--- src/rtl/bht_update_queue.sv ---
// In-order queue of fetched branches with their predictions; each resolve pops the
// oldest entry and emits a registered predictor training update.
module bht_update_queue #(
    parameter int unsigned DEPTH    = 8,
    parameter int unsigned PC_WIDTH = 64
) (
    input  logic                       clk_i,
    input  logic                       rst_i,
    input  logic                       flush_i,
    input  logic                       debug_mode_i,
    input  logic                       push_valid_i,
    output logic                       push_ready_o,
    input  logic [PC_WIDTH-1:0]        push_pc_i,
    input  logic                       push_pred_valid_i,
    input  logic                       push_pred_taken_i,
    input  logic                       resolve_valid_i,
    input  logic                       resolve_taken_i,
    output logic                       update_valid_o,
    output logic [PC_WIDTH-1:0]        update_pc_o,
    output logic                       update_taken_o,
    output logic                       mispredict_o,
    output logic [31:0]                mispredict_cnt_o,
    output logic [$clog2(DEPTH+1)-1:0] count_o,
    output logic                       resolve_error_o
);

    localparam int unsigned PTR_W = (DEPTH > 1) ? $clog2(DEPTH) : 1;
    localparam int unsigned CNT_W = $clog2(DEPTH + 1);

    typedef struct packed {
        logic [PC_WIDTH-1:0] pc;
        logic                pred_valid;
        logic                pred_taken;
    } entry_t;

    entry_t              entries_q [DEPTH];
    logic [PTR_W-1:0]    wr_ptr_q, wr_ptr_d;
    logic [PTR_W-1:0]    rd_ptr_q, rd_ptr_d;
    logic [CNT_W-1:0]    count_q, count_d;
    logic                update_valid_q, update_valid_d;
    logic [PC_WIDTH-1:0] update_pc_q, update_pc_d;
    logic                update_taken_q, update_taken_d;
    logic                mispredict_q, mispredict_d;
    logic [31:0]         mispredict_cnt_q, mispredict_cnt_d;
    logic                resolve_error_q, resolve_error_d;

    entry_t head;
    logic   push_ok;
    logic   pop_ok;
    logic   train;
    logic   head_mispred;

    assign head         = entries_q[rd_ptr_q];
    assign push_ready_o = (count_q != CNT_W'(DEPTH));
    assign push_ok      = push_valid_i && push_ready_o && !flush_i;
    // A push in the same cycle never feeds an empty-queue resolve.
    assign pop_ok       = resolve_valid_i && (count_q != '0) && !flush_i;
    assign train        = pop_ok && !debug_mode_i;
    assign head_mispred = head.pred_valid && (head.pred_taken != resolve_taken_i);

    always_comb begin
        wr_ptr_d         = wr_ptr_q;
        rd_ptr_d         = rd_ptr_q;
        count_d          = count_q;
        update_valid_d   = train;
        update_pc_d      = update_pc_q;
        update_taken_d   = update_taken_q;
        mispredict_d     = train && head_mispred;
        mispredict_cnt_d = mispredict_cnt_q;
        resolve_error_d  = resolve_error_q;

        if (flush_i) begin
            wr_ptr_d = '0;
            rd_ptr_d = '0;
            count_d  = '0;
        end else begin
            if (push_ok) begin
                wr_ptr_d = wr_ptr_q + PTR_W'(1);
            end
            if (pop_ok) begin
                rd_ptr_d       = rd_ptr_q + PTR_W'(1);
                update_pc_d    = head.pc;
                update_taken_d = resolve_taken_i;
            end
            if (push_ok && !pop_ok) begin
                count_d = count_q + CNT_W'(1);
            end else if (pop_ok && !push_ok) begin
                count_d = count_q - CNT_W'(1);
            end
            if (resolve_valid_i && (count_q == '0)) begin
                resolve_error_d = 1'b1;
            end
        end

        if (train && head_mispred && (mispredict_cnt_q != '1)) begin
            mispredict_cnt_d = mispredict_cnt_q + 32'd1;
        end
    end

    always_ff @(posedge clk_i) begin
        if (rst_i) begin
            wr_ptr_q         <= '0;
            rd_ptr_q         <= '0;
            count_q          <= '0;
            update_valid_q   <= 1'b0;
            update_pc_q      <= '0;
            update_taken_q   <= 1'b0;
            mispredict_q     <= 1'b0;
            mispredict_cnt_q <= '0;
            resolve_error_q  <= 1'b0;
        end else begin
            wr_ptr_q         <= wr_ptr_d;
            rd_ptr_q         <= rd_ptr_d;
            count_q          <= count_d;
            update_valid_q   <= update_valid_d;
            update_pc_q      <= update_pc_d;
            update_taken_q   <= update_taken_d;
            mispredict_q     <= mispredict_d;
            mispredict_cnt_q <= mispredict_cnt_d;
            resolve_error_q  <= resolve_error_d;
        end
    end

    // Payload storage carries no reset; only the pointers define validity.
    always_ff @(posedge clk_i) begin
        if (!rst_i && push_ok) begin
            entries_q[wr_ptr_q] <= '{pc: push_pc_i, pred_valid: push_pred_valid_i,
                                     pred_taken: push_pred_taken_i};
        end
    end

    assign update_valid_o   = update_valid_q;
    assign update_pc_o      = update_pc_q;
    assign update_taken_o   = update_taken_q;
    assign mispredict_o     = mispredict_q;
    assign mispredict_cnt_o = mispredict_cnt_q;
    assign count_o          = count_q;
    assign resolve_error_o  = resolve_error_q;

endmodule

--- config.mk ---
export PLATFORM = sky130hd
export DESIGN_NAME = bht_update_queue
export DESIGN_NICKNAME = d
export VERILOG_FILES = /design/src/rtl/bht_update_queue.sv
export SDC_FILE = /design/constraint.sdc
export NUM_CORES = 1
export LEC_CHECK = 0
export BUFFER_PORTS_ARGS = -buffer_cell sky130_fd_sc_hd__buf_2
export CORE_MARGIN = 2
export CORE_UTILIZATION = 50
export DETAILED_ROUTE_END_ITERATION = 7
export PLACE_DENSITY = 0.83
export SLEW_MARGIN = 20
export SYNTH_ARGS = -nofsm -noshare
export SYNTH_HDL_FRONTEND = slang
export SYNTH_SLANG_ARGS = --single-unit
--- constraint.sdc ---
create_clock -name clk_i -period 6.3 [get_ports clk_i]
set_input_delay 0.63 -clock clk_i [delete_from_list [all_inputs] [get_ports clk_i]]
set_output_delay 0.63 -clock clk_i [all_outputs]
set_load 0.03 [all_outputs]
==> results of run 1 <==
==> per-stage QoR <==
step / setup WS, ps / area [µm²] / power, W
after detailed placement: 2360 / 25700 / 0.00507
after global routing: 2420 / 27800 / 0.00898
after global placement: 2450 / 25700 / 0.00506
after CTS: 2370 / 27800 / 0.00880
final: 2800 / 27800 / 0.00875
after floorplan: 1430 / 24100 / 0.00494
==> critical path, delay by kind of cell, from the launching register on <==
family	cells	cell delay [ps]
buffers and inverters	3	1540
flip-flops	1	830
XOR/XNOR	1	120
AND/OR/NAND/NOR	5	800
==> worst paths after layout <==
| kind | endpoint | slack, ps | cells after the start |
|---|---|---|---|
| worst max register to register | mispredict_cnt_o[24]$_SDFFE_PP0P_ | 2800 | 9 |
| worst min register to register | flop | 480 | 2 |
| worst min-delay path | update_valid_o$_SDFF_PP0_ | 260 | 2 |
| worst max-delay path | mispredict_cnt_o[24]$_SDFFE_PP0P_ | 2800 | 9 |
==> placed cells by master, fill, tap and decap left out, drive strengths merged, types with 21 or more instances in the layout <==
master  count
clkbuf     75
mux4      129
xor2       30
nor2      121
nand4      21
nand3      23
mux2i      73
clkinv     25
dfxtp     113
a211oi     64
edfxtp    528
buf       196
==> power breakdown <==
part | internal, W | switching [W] | total, W | leakage, nW
logic | 0.000108 | 0.000221 | 0.000330 | 2.27
registers | 0.00463 | 0.0000304 | 0.00466 | 5.67
clock network | 0.00220 | 0.00157 | 0.00376 | 1.04
==> Yosys cell counts (all sizes together) (10+ instances only) <==
cell      n
dfxtp   113
a21oi    11
xor2     30
nand3    23
a211oi   64
mux4    129
clkbuf   46
nor2    121
and3     10
nand2    20
mux2i    73
buf      24
nand4    21
edfxtp  528
==> layout make-up <==
class / count / area [µm²] / area share, %
Sequential cell: 641 / 18100 / 65.1
Multi-Input combinational cell: 551 / 5760 / 20.7
Clock buffer: 75 / 1650 / 5.92
Timing Repair Buffer: 196 / 1060 / 3.81
Tap cell: 615 / 769 / 2.76
Clock inverter: 39 / 439 / 1.58
Antenna cell: 9 / 22.5 / 0.0809
Inverter: 4 / 15.0 / 0.0539
==> flip-flops by register name (all words and copies together), names as in the netlist, named ones only <==
signal,flops
count_o,4
entries_q,528
mispredict_cnt_o,32
mispredict_o,1
rd_ptr_q,3
resolve_error_o,1
update_pc_o,64
update_taken_o,1
update_valid_o,1
wr_ptr_q,3
==> metal layers <==
metal	GRT usage [%]	vias up
li1	-	5452
met1	27.8	6425
met2	33.1	518
met3	4.20	89
met4	6.28	6
met5	0	-
==> cells by family after synthesis <==
logic type               count (synthesis)  share of synthesized area, %
flip-flops                             641                          75.2
AND/OR/NAND/NOR                        225                          4.45
multiplexers                           202                          15.1
AO/OA/AOI/OAI                           82                          2.39
buffers and inverters                   74                          1.21
XOR/XNOR                                35                          1.27
adder cells (fa/ha/maj)                  7                         0.395
==> metrics.csv, run 1 <==
metric;value;unit
layout-drive-gt1-share;29.4;%
yosysTopAreaCell;edfxtp_1;
grt-ovfl-total;0;
hpwl;27800;µm
tightest_slew;1120;ps
cap_violations;0;
fillerInstances;3310;
core;47600;µm²
clkSlewWorstSetupHoldPaths;70;ps
wl_met1;20800;µm
routedWlPerCell;24.1;µm
die_h;224;µm
status;complete, no violations;
die_area;50000;µm²
vdd_drop_max;0.189;mV
rsz0062_at_grt;no;
synth_seq_cells;641;
drc;0;
max_freq;286;MHz
startpoint_type;flop;
holdWs;257;ps
drtPass1Iterations;5;
fin_nets;1534;
ys_seq_area_share;75.2;%
avgViaCountPerCell;5.86;
cp.arrival;3980;ps
ys_warn_count;0;
place_congestion;0.829;
async_reset_ff_share;0;%
cts_tree;built;
cp_slowest_cell;dfxtp_4;
start_util;50.6;%
io_pins;178;
placementRows;80;
gr-usage-all-layers;20.3;%
report.final.slew_viol_count;0;
clkSinkCount;641;
syn-num-nets;1346;
ant_nets;0;
grt_pass1_wl;76000;µm
crit_type;reg -> reg;
drt_iter0_markers;1544;
final_cells;2130;
syn2layout_area_growth;15.6;%
crit_top_cell;buf_4;
holdCritStartpoint;debug_mode_i;
worstSetupEndpointType;flop;
power.leakage;8.98;nW
vias;12500;
grt_start_max_net_pins;77;
synthTopCellsByArea;edfxtp_1 (66%), mux4_2 (12%), dfxtp_1 (9.4%), mux2i_1 (3.0%), a211oi_1 (2.0%);
cts_max_level;2;
place_inst;2006;
syn_inst;1266;
synth.cell_area;24100;µm²
worstPathCellList;buf_4 > buf_4 > nand3_1 > nand4_1 > nor4_4 > buf_4 > and4bb_1 > xnor2_1 > nor2_1;
ctsRootBufferMaster;clkbuf_16;
cpPeakStageDelay;830;ps
setup_violations;0;
required;6780;ps
clock_latency;630;ps
hold_class;in -> reg;
min_period;3500;ps
finalCritPeriodShare;55.6;%
wl_met3;3750;µm
max_slew_margin;25.4;%
synth.top_cell.area_share;65.8;%
postCtsSetupBuffers;0;
antenna_found_initial;11;
worst-path-max-fanout;57;
clockBufferDepth;3;
synth-edff-count;528;
syn_area_per_cell;19.0;µm²
met2WireLength;25300;µm
power_density;314;nW/µm²
cts-buffers-inserted;60;
finalSetupTns;0;ps
hold_viol_final;0;
final_core_util;58.4;%
die_x;224;µm
port_buffers;177;
yosysUniqueCellTypes;41;
cts_resized;0;
routed_wirelength;51300;µm
skew;20.5;ps
cts_hold_buf;0;
maxUsedRoutingLayer;met5;
synthFlopType;edfxtp_1;
grt_pass1_vias;12500;
(Power assumes the default switching activity.)
==> inputs of run 2 (changes only) <==
- clock period: 6.3 -> 3.1 ns (I/O delays scaled with it)
==> metrics.csv, run 2 (synthesis gave the netlist of run 1 again) <==
metric;value;unit;change
status;complete, no violations;;
power.leakage;9.34;nW;+4.0%
clockBufferDepth;3;;unchanged
power_density;625;nW/µm²;+99%
rsz0062_at_grt;no;;
grt_pass1_vias;12900;;+3.2%
port_buffers;177;;unchanged
fillerInstances;3274;;-1.1%
vdd_drop_max;0.382;mV;+100%
place_ws;403;ps;-1950 ps
cap_violations;0;;unchanged
drt_iter0_markers;1054;;-32%
setup_violations;0;;unchanged
wl_met1;21100;µm;+1.3%
hold_class;in -> reg;;
placementRows;80;;unchanged
worstSetupEndpointType;flop;;
gr-usage-all-layers;19.8;%;-0.45 points
clock_latency;590;ps;-40 ps
maxUsedRoutingLayer;met5;;
routedWlPerCell;22.2;µm;-7.8%
hold_viol_final;0;;unchanged
start_util;50.6;%;unchanged
syn2layout_area_growth;19.5;%;
core;47600;µm²;unchanged
hpwl;26100;µm;-6.1%
die_h;224;µm;unchanged
report.final.slew_viol_count;0;;unchanged
required;3620;ps;-3160 ps
grt_start_max_net_pins;77;;unchanged
clkSinkCount;641;;unchanged
cts_tree;built;;
cts_hold_buf;69;;+69
largest_reg_flops;528;;unchanged
drtPass1Iterations;5;;unchanged
clkSlewWorstSetupHoldPaths;60;ps;about the same
fin_nets;1617;;+5.4%
skew;19.9;ps;-0.593 ps
cts-buffers-inserted;66;;+10%
tightest_slew;1070;ps;-46.2 ps
ant_nets;0;;unchanged
routed_wirelength;49000;µm;-4.4%
postCtsSetupBuffers;0;;unchanged
drc;0;;unchanged
finalCritPeriodShare;87.6;%;+32 points
wl_met3;3170;µm;-16%
cp.arrival;3240;ps;-740 ps
worst-path-max-fanout;6;;-89%
final_common_cell;edfxtp_1;;
cts_max_level;3;;+1
met2WireLength;23800;µm;-5.9%
cts_resized;0;;unchanged
antenna_found_initial;6;;-5
grt-ovfl-total;0;;unchanged
max_slew_margin;28.5;%;+3.1 points
min_period;2720;ps;-785 ps
io_pins;178;;unchanged
die_x;224;µm;unchanged
final_core_util;60.4;%;+2.0 points
worst_slack;384;ps;-2410 ps
regMostFlops;entries_q;;
avgViaCountPerCell;5.72;;-2.5%
grt_pass1_wl;75000;µm;-1.3%
die_area;50000;µm²;unchanged
startpoint_type;flop;;
max_freq;368;MHz;+29%
crit_type;reg -> reg;;
place_congestion;0.845;;+1.9%
ctsRootBufferMaster;clkbuf_16;;
vias;12600;;+1.1%
layout_common_cells;edfxtp_1 (528), buf_2 (176), mux4_2 (129);;
layout-drive-gt1-share;28.7;%;-0.74 points
run 2: changes by cell type in the layout (fill, tap and decap cells not counted), moves of 4 or more:
cell	change
dlygate4sd3_1	+69
buf_12	+12
clkbuf_1	+9
clkinv_2	-8
clkbuf_16	+6
diode_2	-6
clkinvlp_4	+4
run 2: through the flow:
step,total power (W),setup TNS [ps],hold WS [ps],cells,cell area (µm²)
after floorplan,0.0100,-28880,387,1266,24200
after global placement,0.0103,0,466,2015,25900
after detailed placement,0.0103,0,465,2015,25900
after CTS,0.0181,0,4.88,2205,28800
after global routing,0.0185,0,35.8,2207,28800
final,0.0180,0,26.4,2208,28800
run 2: path summary, 6_finish.rpt:
check	startpoint	endpoint	slack, ps	cells past startpoint
max	count_o[0]$_SDFFE_PP0P_	count_o[3]$_SDFFE_PP0P_	380	11
max reg2reg	count_o[0]$_SDFFE_PP0P_	count_o[3]$_SDFFE_PP0P_	380	11
min	push_valid_i	wr_ptr_q[1]$_SDFFE_PP0P_	30	3
min reg2reg	resolve_error_o$_SDFFE_PP0P_	resolve_error_o$_SDFFE_PP0P_	480	2
run 2: power breakdown:
group | switching, W | internal [W] | total [W]
Combinational | 0.000459 | 0.000283 | 0.000742
Sequential | 0.0000555 | 0.00940 | 0.00946
Clock | 0.00321 | 0.00458 | 0.00779
Total | 0.00373 | 0.0143 | 0.0180
run 2: layer usage:
| metal | global-route usage (%) | vias to the layer above |
|---|---|---|
| li1 | - | 5615 |
| met1 | 27.5 | 6514 |
| met2 | 31.9 | 415 |
| met3 | 4.12 | 77 |
| met4 | 6.34 | 6 |
| met5 | 0 | - |
run 2: final cells by class:
| class | instances | area (µm²) | area share [%] |
|---|---|---|---|
| Clock buffer | 89 | 1820 | 6.32 |
| Antenna cell | 3 | 7.51 | 0.0261 |
| Multi-Input combinational cell | 551 | 5780 | 20.1 |
| Tap cell | 615 | 769 | 2.67 |
| Sequential cell | 641 | 18100 | 63.0 |
| Inverter | 4 | 15.0 | 0.0521 |
| Timing Repair Buffer | 273 | 1930 | 6.71 |
| Clock inverter | 32 | 333 | 1.16 |
run 2: critical path: stages, from the launching register on:
cell	delay, ps
dfxtp_4	370
nor4_1	580
nor3b_4	90
inv_2	140
ha_1	200
inv_1	100
ha_1	300
a21o_1	180
a21oi_1	160
xnor2_1	90
or3_1	300
a21oi_1	150
==> inputs of run 3 (changes only) <==
- PLACE_DENSITY: 0.83 -> 0.7
==> metrics.csv, run 3 (synthesis gave the netlist of run 1 again) <==
metric;value;unit;change
status;complete, no violations;;
place_congestion;0.832;;-1.6%
cts-buffers-inserted;66;;unchanged
whs_endpoint;resolve_error_o$_SDFFE_PP0P_;;
final_common_cell;edfxtp_1;;
power.leakage;9.38;nW;+0.43%
skew;17.9;ps;-2.02 ps
holdPathStages;4;;+1
fin_area;28800;µm²;+0.15%
die_area;50000;µm²;unchanged
layout-drive-gt1-share;28.8;%;+0.15 points
worst-path-max-fanout;69;;+63
cap_violations;0;;unchanged
worstReg2RegEnd;update_pc_o[27]$_SDFFE_PP0P_;;
largest_reg_flops;528;;unchanged
antenna_found_initial;2;;-4
place_area;26000;µm²;about the same
drt_iter0_markers;1039;;-1.4%
crit_type;reg -> reg;;
hold_viol_final;0;;unchanged
max_freq;367;MHz;-0.45%
tightest_slew;826;ps;-246 ps
report.final.slew_viol_count;0;;unchanged
die_h;224;µm;unchanged
wl_met1;21300;µm;+1.2%
cts_tree;built;;
core;47600;µm²;unchanged
drtPass1Iterations;5;;unchanged
clkSinkCount;641;;unchanged
met2WireLength;24800;µm;+4.1%
regMostFlops;entries_q;;
setup_violations;0;;unchanged
worstSetupEndpointType;flop;;
gr-usage-all-layers;20.3;%;+0.45 points
required;3610;ps;about the same
final_core_util;60.5;%;+0.092 points
power_density;627;nW/µm²;+0.37%
r2r-start;count_o[3]$_SDFFE_PP0P_;;
start_util;50.6;%;unchanged
ant_nets;0;;unchanged
rsz0062_at_grt;no;;
io_pins;178;;unchanged
place_inst;2015;;unchanged
max_slew_margin;44.9;%;+16 points
hpwl;25500;µm;-2.2%
wl_met3;2940;µm;-7.3%
placementRows;80;;unchanged
hold_class;in -> reg;;
vias;12500;;-0.77%
grt_pass1_vias;12900;;+0.21%
final_cells;2208;;unchanged
clockBufferDepth;3;;unchanged
routedWlPerCell;22.6;µm;+1.9%
maxUsedRoutingLayer;met5;;
routed_wirelength;50000;µm;+1.9%
die_x;224;µm;unchanged
cp.arrival;3230;ps;about the same
grt-ovfl-total;0;;unchanged
worst_slack;372;ps;-12.4 ps
layout_common_cells;edfxtp_1 (528), buf_2 (176), mux4_2 (129);;
postCtsSetupBuffers;0;;unchanged
cts_max_level;3;;unchanged
min_period;2730;ps;+12.4 ps
startpoint_type;flop;;
clock_latency;610;ps;+20 ps
grt_start_max_net_pins;85;;+10%
drc;0;;unchanged
place_ws;417;ps;+13.9 ps
r2r_cells;6;;-5
port_buffers;177;;unchanged
r2r_slack;370;ps;about the same
finalCritPeriodShare;88.0;%;+0.40 points
holdCritStartpoint;flush_i;;
ctsRootBufferMaster;clkbuf_16;;
finalPower;0.0181;W;+0.52%
clkSlewWorstSetupHoldPaths;60;ps;about the same
avgViaCountPerCell;5.67;;-0.77%
syn2layout_area_growth;19.7;%;
vdd_drop_max;0.368;mV;-3.7%
grt_pass1_wl;76300;µm;+1.7%
fin_nets;1618;;+0.062%
run 3: worst max-delay path, stage by stage, from the launching register on:
cell	delay (ps)
dfxtp_1	390
nor4_1	120
nor3b_4	210
buf_4	680
buf_4	760
nor2_1	130
a211oi_1	290
run 3: layout make-up:
type,count,area [µm²]
fillers,3437,18800
clock buffers,89,1840
multi-input cells,551,5780
inverters,4,15.0
flip-flops and latches,641,18100
clock inverters,33,327
well taps,615,769
repair buffers,274,1970
diodes,1,2.50
run 3: power by group:
part	internal, W	total [W]	switching [W]
sequential	0.00940	0.00945	0.0000497
clock	0.00462	0.00788	0.00326
combinational	0.000284	0.000750	0.000466
run 3: what timing repair did:
action | 4_1_cts | 5_1_grt
endpoints found under the setup margin | 0 | 0
hold buffers | 70 | 0
hold endpoints to repair | 532 | 0
gates resized for setup | 0 | 0
run 3: per-stage QoR:
stage | TNS, ps | hold slack (ps)
6_report | 0 | 55.3
5_1_grt | 0 | 72.9
4_1_cts | 0 | 29.4
3_5_place_dp | 0 | 457
3_3_place_gp | 0 | 452
2_1_floorplan | -28880 | 387
run 3: metal layers:
metal	vias up	track usage, %
met2	350	33.3
met5	-	0
met1	6474	27.4
li1	5629	-
met4	4	6.49
met3	73	4.35
run 3: how the worst max path moves through the flow:
stage / start / to / slack [ps] / cells past startpoint
floorplan: count_o[1]$_SDFFE_PP0P_ / entries_q[0][0]$_DFFE_PP_ / -150 / 5
global placement: count_o[0]$_SDFFE_PP0P_ / count_o[3]$_SDFFE_PP0P_ / 460 / 11
detailed placement: count_o[0]$_SDFFE_PP0P_ / count_o[3]$_SDFFE_PP0P_ / 420 / 11
CTS: count_o[3]$_SDFFE_PP0P_ / update_pc_o[21]$_SDFFE_PP0P_ / 350 / 6
global route: count_o[3]$_SDFFE_PP0P_ / update_pc_o[21]$_SDFFE_PP0P_ / 140 / 6
finish: count_o[3]$_SDFFE_PP0P_ / update_pc_o[27]$_SDFFE_PP0P_ / 370 / 6
